[config.mk]
export PLATFORM = sky130hd
export DESIGN_NAME = memory_access
export DESIGN_NICKNAME = d
export VERILOG_FILES = /design/src/rtl/memory_access.sv
export SDC_FILE = /design/constraint.sdc
export NUM_CORES = 1
export LEC_CHECK = 0
export ABC_AREA = 0
export BUFFER_PORTS_ARGS = -buffer_cell sky130_fd_sc_hd__buf_2
export CAP_MARGIN = 20
export CORE_MARGIN = 8
export CORE_UTILIZATION = 39
export DETAILED_ROUTE_END_ITERATION = 10
export PLACE_DENSITY = 0.87
export SYNTH_ARGS = -nofsm -noshare
export SYNTH_HDL_FRONTEND = slang
export SYNTH_SLANG_ARGS = --single-unit
[constraint.sdc]
create_clock -name clk -period 1.35 [get_ports clk]
set_input_delay 0.2025 -clock clk [delete_from_list [all_inputs] [get_ports clk]]
set_output_delay 0.2025 -clock clk [all_outputs]
set_load 0.01 [all_outputs]
[src/rtl/memory_access.sv]
// M stage of the 5-stage RISC-V pipeline plus the M/W pipeline register.
// Ports: M-stage operands in; data memory req/rsp channels; StallM and W-stage operands out.
module memory_access #(
  parameter int DATA_WIDTH = 32
) (
  input  logic                  clk,
  input  logic                  rst,
  input  logic                  RegWriteM,
  input  logic [1:0]            ResultSrcM,
  input  logic                  MemWriteM,
  input  logic [2:0]            funct3M,
  input  logic [DATA_WIDTH-1:0] ALUResultM,
  input  logic [DATA_WIDTH-1:0] WriteDataM,
  input  logic [4:0]            RdM,
  input  logic [DATA_WIDTH-1:0] PCPlus4M,
  output logic                  mem_req_valid,
  input  logic                  mem_req_ready,
  output logic                  mem_req_we,
  output logic [DATA_WIDTH-1:0] mem_req_addr,
  output logic [DATA_WIDTH-1:0] mem_req_wdata,
  output logic [3:0]            mem_req_be,
  input  logic                  mem_rsp_valid,
  input  logic [DATA_WIDTH-1:0] mem_rsp_rdata,
  output logic                  StallM,
  output logic                  RegWriteW,
  output logic [1:0]            ResultSrcW,
  output logic [DATA_WIDTH-1:0] ALUResultW,
  output logic [DATA_WIDTH-1:0] ReadDataW,
  output logic [DATA_WIDTH-1:0] PCPlus4W,
  output logic [4:0]            RdW
);

  typedef enum logic [1:0] {
    S_IDLE,
    S_REQ,
    S_RESP
  } state_e;

  typedef struct packed {
    logic                  rw;
    logic [1:0]            rs;
    logic [DATA_WIDTH-1:0] alu;
    logic [DATA_WIDTH-1:0] rdat;
    logic [DATA_WIDTH-1:0] pc4;
    logic [4:0]            rd;
  } w_t;

  state_e state_q, state_d;
  w_t     w_q, w_d;

  logic                  is_load;
  logic                  mem_op;
  logic                  store_acc;
  logic                  rsp_done;
  logic [1:0]            a;
  logic [7:0]            ld_byte;
  logic [15:0]           ld_half;
  logic [DATA_WIDTH-1:0] ld_data;

  assign is_load = (ResultSrcM == 2'b01);
  assign mem_op  = MemWriteM | is_load;
  assign a       = ALUResultM[1:0];

  always_ff @(posedge clk) begin
    if (rst) state_q <= S_IDLE;
    else     state_q <= state_d;
  end

  always_comb begin
    state_d = state_q;
    case (state_q)
      S_IDLE: begin
        if (mem_op) begin
          if (!mem_req_ready) state_d = S_REQ;
          else if (is_load)   state_d = S_RESP;
        end
      end
      S_REQ: begin
        if (mem_req_ready)
          state_d = is_load ? S_RESP : S_IDLE;
      end
      S_RESP: begin
        if (mem_rsp_valid) state_d = S_IDLE;
      end
      default: state_d = S_IDLE;
    endcase
  end

  always_comb begin
    mem_req_valid = 1'b0;
    case (state_q)
      S_IDLE:  mem_req_valid = mem_op & ~rst;
      S_REQ:   mem_req_valid = ~rst;
      default: mem_req_valid = 1'b0;
    endcase
  end

  // A store is finished the cycle it is accepted; a load only on its response.
  assign store_acc = MemWriteM & mem_req_valid & mem_req_ready;
  assign rsp_done  = (state_q == S_RESP) & mem_rsp_valid;
  assign StallM    = mem_op & ~(store_acc | rsp_done);

  assign mem_req_we   = MemWriteM;
  assign mem_req_addr = {ALUResultM[DATA_WIDTH-1:2], 2'b00};

  // Misaligned halfword/word stores are aligned down by dropping low bits.
  always_comb begin
    mem_req_be    = 4'hF;
    mem_req_wdata = WriteDataM;
    if (MemWriteM) begin
      case (funct3M[1:0])
        2'b00: begin
          mem_req_be    = 4'b0001 << a;
          mem_req_wdata = {4{WriteDataM[7:0]}};
        end
        2'b01: begin
          mem_req_be    = 4'b0011 << {a[1], 1'b0};
          mem_req_wdata = {2{WriteDataM[15:0]}};
        end
        default: begin
          mem_req_be    = 4'hF;
          mem_req_wdata = WriteDataM;
        end
      endcase
    end
  end

  always_comb begin
    case (a)
      2'd0:    ld_byte = mem_rsp_rdata[7:0];
      2'd1:    ld_byte = mem_rsp_rdata[15:8];
      2'd2:    ld_byte = mem_rsp_rdata[23:16];
      default: ld_byte = mem_rsp_rdata[31:24];
    endcase
    ld_half = a[1] ? mem_rsp_rdata[31:16] : mem_rsp_rdata[15:0];
    case (funct3M)
      3'b000:  ld_data = {{24{ld_byte[7]}}, ld_byte};
      3'b001:  ld_data = {{16{ld_half[15]}}, ld_half};
      3'b100:  ld_data = {24'd0, ld_byte};
      3'b101:  ld_data = {16'd0, ld_half};
      default: ld_data = mem_rsp_rdata;
    endcase
  end

  // A stall inserts a bubble into W; the other W fields simply hold.
  always_comb begin
    w_d = w_q;
    if (StallM) begin
      w_d.rw = 1'b0;
    end else begin
      w_d.rw   = RegWriteM;
      w_d.rs   = ResultSrcM;
      w_d.alu  = ALUResultM;
      w_d.rdat = is_load ? ld_data : '0;
      w_d.pc4  = PCPlus4M;
      w_d.rd   = RdM;
    end
  end

  always_ff @(posedge clk) begin
    if (rst) w_q <= '0;
    else     w_q <= w_d;
  end

  assign RegWriteW  = w_q.rw;
  assign ResultSrcW = w_q.rs;
  assign ALUResultW = w_q.alu;
  assign ReadDataW  = w_q.rdat;
  assign PCPlus4W   = w_q.pc4;
  assign RdW        = w_q.rd;

endmodule

* Word level (Yosys, flattened, before mapping)
Cells that the tools add are included.
** Storage, ports and cells
- Flip-flop bits (word level) :: 106
** Cells by class
- Equality and inequality tests :: 13
- Shift operators :: 2
- Mux-type cells :: 16
- Bitwise operators :: 9
- Reduce and logical (&&, ||, !) cells :: 6
** Operators with widths (count)
- $pmux W32 S4 :: 1
- $mux W32 :: 2
- $pmux W32 S2 :: 1
- $pmux W8 S3 :: 1
- $mux W16 :: 1
- $mux W2 :: 6
- $eq A2 B1 Y1 const B :: 4
- $pmux W4 S2 :: 1
- $eq A3 B3 Y1 const B :: 2
- $logic_not A2 Y1 :: 3
- $ne A2 B2 Y1 const B :: 3
- $pmux W2 S3 :: 1
- $and A1 B1 Y1 :: 5
- $eq A2 B2 Y1 const B :: 2
- $mux W4 :: 1
- $reduce_and A4 Y1 :: 1
- $shl A1 B2 Y4 const A :: 1
- $shl A2 B2 Y4 const A :: 1
- $eq A3 B1 Y1 const B :: 1
- $logic_not A3 Y1 :: 1
- $ne A3 B3 Y1 const B :: 1
- $not A1 Y1 :: 2
- $or A1 B1 Y1 :: 2
- $pmux W1 S2 :: 1
- $reduce_or A2 Y1 :: 1

* Depth between registers and ports, before layout
Gate-level depths: netlist of the first run.
- Depth in word-level cells :: 10
- Gate-level depth with buffers :: 7
- Mapped depth without buffers :: 5

* Least setup slack after synthesis of the first run
Ideal clock, no wire load.
- Path type :: flip-flop to flip-flop
- From :: reg state_q[1]
- To :: reg w_q, in the netlist ReadDataW[19]
- Setup time :: 0.117 ns
- Arrival time :: 1.285 ns
- Required time :: 1.233 ns
- Slack :: -0.052 ns
- Stages on the path, launching flop included :: 6
- Path buffers :: 1
- Clock period less this slack :: 1.402 ns
- Cell sequence :: dfxtp_1 -> and4bb_4 -> o21ai_2 -> a21oi_4 -> buf_6 -> a22o_1
** Between the ends
- Longest elaborated chain between the ends :: 7
** RTL lines
- start, declared :: line 48 : state_e state_q, state_d;
- start signal, assigned :: line 66 : else state_q <= state_d;
- $eq A2 B1 Y1 or $logic_not A2 Y1 (tied branches) :: line 91 : case (state_q)
- $pmux W1 S2 :: line 91
- $and A1 B1 Y1 (2 in a row) :: line 99 : assign store_acc = MemWriteM & mem_req_valid & mem_req_ready;
- $or A1 B1 Y1 (*) :: line 101 : assign StallM = mem_op & ~(store_acc | rsp_done);
- $not A1 Y1 (*) :: line 101
- $and A1 B1 Y1 (*) :: line 101
- end signal, assigned :: line 162 : else w_q <= w_d;
- end, declared :: line 49 : w_t w_q, w_d;
Every way passes the cells marked *; elsewhere a longest branch is shown, timed or not.
A chain may end at the register's enable or synchronous reset.

* Final worst setup path of the first run
- From :: reg state_q[1]
- To :: out StallM
** Between the ends
- Longest elaborated chain between the ends :: 7
** RTL lines
- $eq A2 B1 Y1 or $logic_not A2 Y1 (tied branches) :: line 91
- $pmux W1 S2 :: line 91
- $and A1 B1 Y1 (2 in a row) :: line 99
- $or A1 B1 Y1 (*) :: line 101
- $not A1 Y1 (*) :: line 101
- $and A1 B1 Y1 (*) :: line 101
- end, declared :: line 24 : output logic StallM,
Marks and branches as above.

==> summary.md, run 1 <==
| Metric | Value |
|---|---|
| Status | finished with violations |
| Violated checks | setup timing |
| Nets@finish | 1076 |
| Gate Count Post-Synth | 624 |
| Pleak | 3.84 nW |
| Via count | 5593 |
| Vias in the first global route | 5482 |
| First drt pass iteration count | 7 |
| Tmin final | 1.54 ns |
| CTS tree | done |
| Max IR drop VDD | 0.555 mV |
| Initial antenna violation count | 1 |
| Worst endpoint required time | 1.15 ns |
| Initial DRC count | 322 |
| First-pass GRT wire length | 27800 um |
| Layout area overhead | 53.1% |
| FF-to-FF Start | state_q[1] |
| Worst hold path type | in2reg |
| Period utilization | 114% |
| Max_slew headroom | 59.5% |
| Die W | 129 um |
| Routed wire length | 20200 um |
| Slowest CP cell | dfxtp_4 |
| Worst-Margin Slew | 0.607 ns |
| Crit path DAT | 1.33 ns |
| Gr ovfl total | 0 |
| Critical path, cell by cell | nand4bb_4 -> o211ai_4 -> inv_2 -> buf_12 -> buf_6 |
| Core ar. | 12600 um^2 |
| Max Clk Rate | 651 MHz |
| Skew-Pair Late Insertion Delay | 0.35 ns |
| Placed cell areas | 6710 um^2 |
| Startpoint Class | flip-flop |
| Share of layout cells above drive strength 1 | 48.5% |
| Vias per inst | 5.04 |
| Crit path from | state_q[1] |
| Initial Util | 39.8% |
| HP Start | PCPlus4M[10] |
| Rows | 41 |
| DRC errors left | 0 |
| Max-cap violations | 0 |
| Largest net degree at the start of global routing | 60 |
| YS warnings | 0 |
| IO Pins | 319 |
| RSZ-0062 raised after global routing | yes |
| Die height | 129 um |
| Post-DP HPWL | 14900 um |
| GRT Total Usage | 21.3% |
| Final GP Congestion | 0.904 |
| Antenna-violating nets left | 0 |
| CTS sink count | 106 |
| H-tree depth | 3 |
| Syn avg cell area | 8.02 um^2 |
| Clk_skew | 0.00812 ns |
| Sequential area share after synthesis | 42.4% |
| Setup Viol. Count Final | 99 |
| CP Buf/Inv Count | 3 |
| CTS max path bufs | 2 |
| Crit Path Max Fanout | 8 |
| Register bit total from synthesis | 106 |
| CP endpoint kind | output pin |
| Power, Total | 0.00798 W |
| Final Hold Viols | 0 |
| Fin worst setup slack | -0.187 ns |
| CP top delay family | flip-flops |
| Die footprint | 16700 um^2 |
| CP max stage delay | 0.36 ns |
| CTS Root Cell | clkbuf_16 |
| Critical path class | reg2out |
| Max Transition Viols Final | 0 |
| Synthesized area | 5000 um^2 |
| Wire per inst | 18.2 um |
| Final instance area | 7660 um^2 |
| Clk slew on worst S/H paths | 0.08 ns |
| Port bufs | 316 |
| Cell variety after synth | 46 |
| PD cells | 1040 nW/um^2 |
| Cts bufs inserted | 9 |
[logic make-up after synthesis]
group / Yosys count / synth area share, %
muxes: 18 / 3.83
and+or+nand+nor: 247 / 22.4
AOI/OAI and AO/OA: 162 / 20.5
buffers and inverters: 90 / 10.8
DFF: 106 / 42.4
other: 1 / 0.0750
[worst paths after layout]
kind	to	slack [ns]	depth (start not counted)
worst max-delay path	StallM	-0.19	5
worst min-delay path	PCPlus4W[10]	0.09	3
worst max register to register	ALUResultW[16]	-0.16	8
worst min register to register	ALUResultW[18]	0.45	2
[per-layer routing]
| metal | GRT usage (%) | vias to the layer above | routed length, um |
|---|---|---|---|
| met3 | 5.22 | 42 | 2000 |
| li1 | - | 2688 | - |
| met2 | 39.6 | 325 | 10500 |
| met4 | 10.1 | 0 | 637 |
| met5 | 0 | - | 0 |
| met1 | 21.8 | 2538 | 7070 |
[sequential cells by signal, indices dropped and copies added (netlist names)]
name,cells
ResultSrcW,2
state_q,2
PCPlus4W,32
ALUResultW,32
RdW,5
ReadDataW,32
RegWriteW,1
[per-stage QoR]
step | setup slack, ns | setup TNS (ns) | util, % | hold slack (ns) | instances
finish | -0.187 | -9.92 | 60.9 | 0.0895 | 1110
global route | -0.246 | -15.38 | 60.9 | 0.0809 | 1110
CTS | -0.217 | -4.04 | 57.6 | 0.0745 | 1094
detailed placement | -0.212 | -16.12 | 53.4 | 0.434 | 1073
global placement | -0.142 | -11.67 | 53.4 | 0.427 | 1073
floorplan | -0.00130 | -0.00130 | - | 0.281 | 625
[cell type report]
| type | count | area [um^2] |
|---|---|---|
| flip-flops and latches | 106 | 2130 |
| inverters | 5 | 22.5 |
| clock buffers | 9 | 225 |
| clock inverters | 7 | 85.1 |
| multi-input cells | 429 | 2540 |
| well taps | 172 | 215 |
| diodes | 1 | 2.50 |
| fillers | 1054 | 4910 |
| repair buffers | 381 | 2440 |
[Yosys cell counts, drive strengths merged]
master	n	share of area, %
and3b	8	1.5
a21oi	82	8.5
nand2b	13	1.6
nand2	190	14
o31ai	1	0.15
buf	61	8.6
a32o	8	1.6
nand4bb	1	0.23
mux2i	9	1.8
a211o	7	1.2
and2b	1	0.18
a22o	16	2.8
dfxtp	106	42
or4b	1	0.20
a21boi	1	0.15
nor4	2	0.25
or2b	7	1.1
or3	9	1.2
o2bb2ai	1	0.30
conb	1	0.075
a31oi	2	0.38
nor2b	3	0.38
nor3b	2	0.30
a2111oi	1	0.55
clkbuf	24	1.8
o21ai	35	3.6
nand3b	1	0.15
o211ai	1	0.25
nor3	3	0.30
a211oi	7	1.1
mux2	9	2.0
inv	5	0.38
and4bb	1	0.33
nor2	5	0.43
[cell usage in the layout (no fill, tap or decap), drive strengths merged, types with 8 or more instances in the layout]
master / synthesis / routed
buf: 61 / 372
nand2: 190 / 190
dfxtp: 106 / 106
a21oi: 82 / 82
o21ai: 35 / 35
clkbuf: 24 / 18
a22o: 16 / 16
nand2b: 13 / 13
mux2i: 9 / 9
mux2: 9 / 9
or3: 9 / 9
a32o: 8 / 8
and3b: 8 / 8
[power by group]
part	internal [W]	leakage [nW]	total, W	switching [W]
combinational	0.000905	2.82	0.00189	0.000987
clock	0.00148	0.146	0.00273	0.00125
sequential	0.00328	0.869	0.00336	0.0000801
[what timing repair did]
action,4_1_cts,5_1_grt
gates resized for setup,28,52
hold buffers,0,0
setup endpoints to repair,128,115
gates cloned,1,10
pin swaps,2,36
buffers inserted,5,5
[tightest hold or removal path, delay by kind of cell]
family	cells	cell delay, ns
buffers and inverters	1	0.10
AOI/OAI and AO/OA	1	0.05
and+or+nand+nor	1	0.04
Power figures use the tool's default switching activity.
==> inputs of run 2 (changes only) <==
- ABC_AREA: 0 -> 1
- CORE_AREA: unset -> 8 8 118 120
- CORE_MARGIN: 8 -> unset
- CORE_UTILIZATION: 39 -> unset
- DIE_AREA: unset -> 0 0 126 128
- PLACE_DENSITY: 0.87 -> 0.91
- clock period: 1.35 -> 1.95 ns (I/O delays scaled with it)
==> summary.md, run 2 <==
| Metric | Value |
|---|---|
| Status | complete, no violations |
| Via count | 5789 (+3.5%) |
| H-tree depth | 3 (unchanged) |
| CTS tree | done |
| Port bufs | 316 (unchanged) |
| Most frequent cell after synthesis | nor2_1 |
| Worst-Margin Slew | 0.531 ns (-0.0762 ns) |
| Post-cts resize count | 0 (-100%) |
| Final setup TNS | 0 ns (+9.92 ns) |
| Post-DP HPWL | 14200 um (-4.7%) |
| Area contributors post-synth | dfxtp_1 41%, nor2_1 14%, nand2_1 9.7%, buf_4 6.8%, o21ai_0 5.9% |
| Cts bufs inserted | 9 (unchanged) |
| Ant diodes | 0 (-1) |
| Reg2reg end | ReadDataW[12] |
| Initial Util | 42.6% (+2.8 points) |
| Initial DRC count | 440 (+37%) |
| Post-CTS Hold Buffers | 0 (unchanged) |
| Most frequent cells in the layout | 316 x buf_2, 188 x nor2_1, 134 x nand2_1 |
| PD cells | 814 nW/um^2 (-22%) |
| Skew-Pair Late Insertion Delay | 0.34 ns (about the same) |
| Top_reg_cell synth | dfxtp_1 |
| CP endpoint kind | output pin |
| Wire per inst | 15.5 um (-15%) |
| DRC errors left | 0 (unchanged) |
| CTS max path bufs | 2 (unchanged) |
| Crit Path Max Fanout | 12 (+4) |
| GRT Total Usage | 21.2% (-0.060 points) |
| Tmin final | 1.74 ns |
| YS warnings | 0 (unchanged) |
| First-pass GRT wire length | 27800 um (about the same) |
| Largest net degree at the start of global routing | 59 (-1.7%) |
| Rows | 41 (unchanged) |
| Placed cell areas | 6560 um^2 (-2.3%) |
| Final Hold Viols | 0 (unchanged) |
| Sequential area share after synthesis | 40.8% (-1.7 points) |
| Post-synth top area cell | dfxtp_1 |
| Synthesized area | 5210 um^2 (+4.1%) |
| Die height | 128 um (-0.97%) |
| Period utilization | 89.1% |
| Cell variety after synth | 35 (-24%) |
| Setup Viol. Count Final | 0 (-100%) |
| Flop-to-flop setup slack | 0.43 ns (+0.59 ns) |
| Worst endpoint required time | 1.66 ns (+0.51 ns) |
| Critical path, cell by cell | inv_1 -> nand3_1 -> nand3b_4 -> nand2_4 -> inv_4 -> buf_2 |
| Gr ovfl total | 0 (unchanged) |
| Startpoint Class | flip-flop |
| Share of layout cells above drive strength 1 | 37.3% (-11 points) |
| Async set-reset flop share out of synthesis | 0% (unchanged) |
| Crit path to | StallM |
| Core ar. | 12200 um^2 (-2.9%) |
| FF-to-FF Start | state_q[0] |
| IO Pins | 319 (unchanged) |
| Post-synth top area share | 40.8% (-1.7 points) |
| EDFF count, synth | 0 (unchanged) |
| Nets@finish | 1153 (+7.2%) |
| Gate Count Post-Synth | 753 (+21%) |
| Final GP Congestion | 0.957 (+5.9%) |
| Hold slack | 0.178 ns (+0.0880 ns) |
| Register bit total from synthesis | 106 (unchanged) |
| Crit path from | state_q[0] |
| Routed wire length | 18000 um (-11%) |
| CP max stage delay | 0.33 ns (-0.03 ns) |
| Synth cell count leaders | 188 x nor2_1, 134 x nand2_1, 106 x dfxtp_1 |
| Pleak | 3.66 nW (-4.6%) |
| Clk slew on worst S/H paths | 0.07 ns (about the same) |
| Syn avg cell area | 6.91 um^2 (-14%) |
| Vias in the first global route | 5507 (+0.46%) |
| Post-CTS Setup Bufs | 0 (-5) |
| Critical path class | reg2out |
| Max_slew headroom | 64.4% (+4.9 points) |
| Clk_skew | 0.00749 ns (-0.000628 ns) |
| Max-cap violations | 0 (unchanged) |
| Crit path DAT | 1.45 ns (+0.12 ns) |
| Most common cell after layout, fill and taps aside | buf_2 |
| Antenna-violating nets left | 0 (unchanged) |
| Vias per inst | 4.97 (-1.3%) |
| RSZ-0062 raised after global routing | no |
| Die W | 126 um (-2.5%) |
| Slowest CP cell | dfxtp_1 |
| CTS Root Cell | clkbuf_16 |
| Final instance area | 6880 um^2 (-10%) |
| Layout area overhead | 32.2% |
| CTS sink count | 106 (unchanged) |
| First drt pass iteration count | 5 (-2) |
| Max Clk Rate | 576 MHz |
| Max Transition Viols Final | 0 (unchanged) |
| Initial antenna violation count | 0 (-1) |
| Worst hold path type | in2reg |
| Die footprint | 16100 um^2 (-3.5%) |
| FF-to-FF path depth | 8 (unchanged) |
| Max IR drop VDD | 0.401 mV (-28%) |
| Power, Total | 0.00561 W (-30%) |
run 2: stage by stage:
| stage | setup slack [ns] | instances | util (%) |
|---|---|---|---|
| 2_1_floorplan | 0.533 | 754 | - |
| 3_3_place_gp | 0.259 | 1148 | 53.7 |
| 3_5_place_dp | 0.188 | 1148 | 53.7 |
| 4_1_cts | 0.113 | 1164 | 56.3 |
| 5_1_grt | 0.0908 | 1164 | 56.4 |
| 6_report | 0.212 | 1164 | 56.4 |
run 2: layout make-up:
type	count	area (um^2)
fillers	1160	5330
multi-input cells	519	2350
flip-flops and latches	106	2120
repair buffers	331	1730
clock buffers	12	267
well taps	150	188
inverters	42	165
clock inverters	4	55.1
run 2: critical path: cells and delay by family, from the launching register on:
kind | cells | cell delay (ns)
buffers and inverters | 3 | 0.41
flip-flops | 1 | 0.33
AND/OR/NAND/NOR | 3 | 0.37
run 2: cell families (layout without fill, tap and decap cells):
group	after synthesis	in the layout	synth area share (%)
other cells	1	2	0.0720
simple gates	344	344	26.5
flops	106	106	40.8
compound gates	173	173	18.6
buf+inv	129	389	14.1
run 2: report_power, final:
group | total, W | switching [W] | leakage, nW | internal, W
sequential | 0.00243 | 0.0000849 | 0.875 | 0.00234
clock | 0.00189 | 0.000776 | 0.156 | 0.00111
combinational | 0.00129 | 0.000787 | 2.63 | 0.000505
run 2: per-layer routing:
layer	vias to the layer above	track usage, %	routed length, um	share of wire [%]
met2	295	35.9	8760	49
met4	0	6.37	265	1.5
met3	24	7.82	1880	10
li1	2881	-	-	-
met5	-	0	0	0
met1	2589	24.5	7120	39
run 2: worst min path at each step:
stage | start | to | slack, ns | cells past startpoint
floorplan | RegWriteM | RegWriteW | 0.42 | 2
global placement | ReadDataW[6] | ReadDataW[6] | 0.45 | 2
detailed placement | ReadDataW[24] | ReadDataW[24] | 0.45 | 2
CTS | PCPlus4M[31] | PCPlus4W[31] | 0.16 | 3
global route | RegWriteM | RegWriteW | 0.16 | 3
finish | PCPlus4M[31] | PCPlus4W[31] | 0.18 | 3
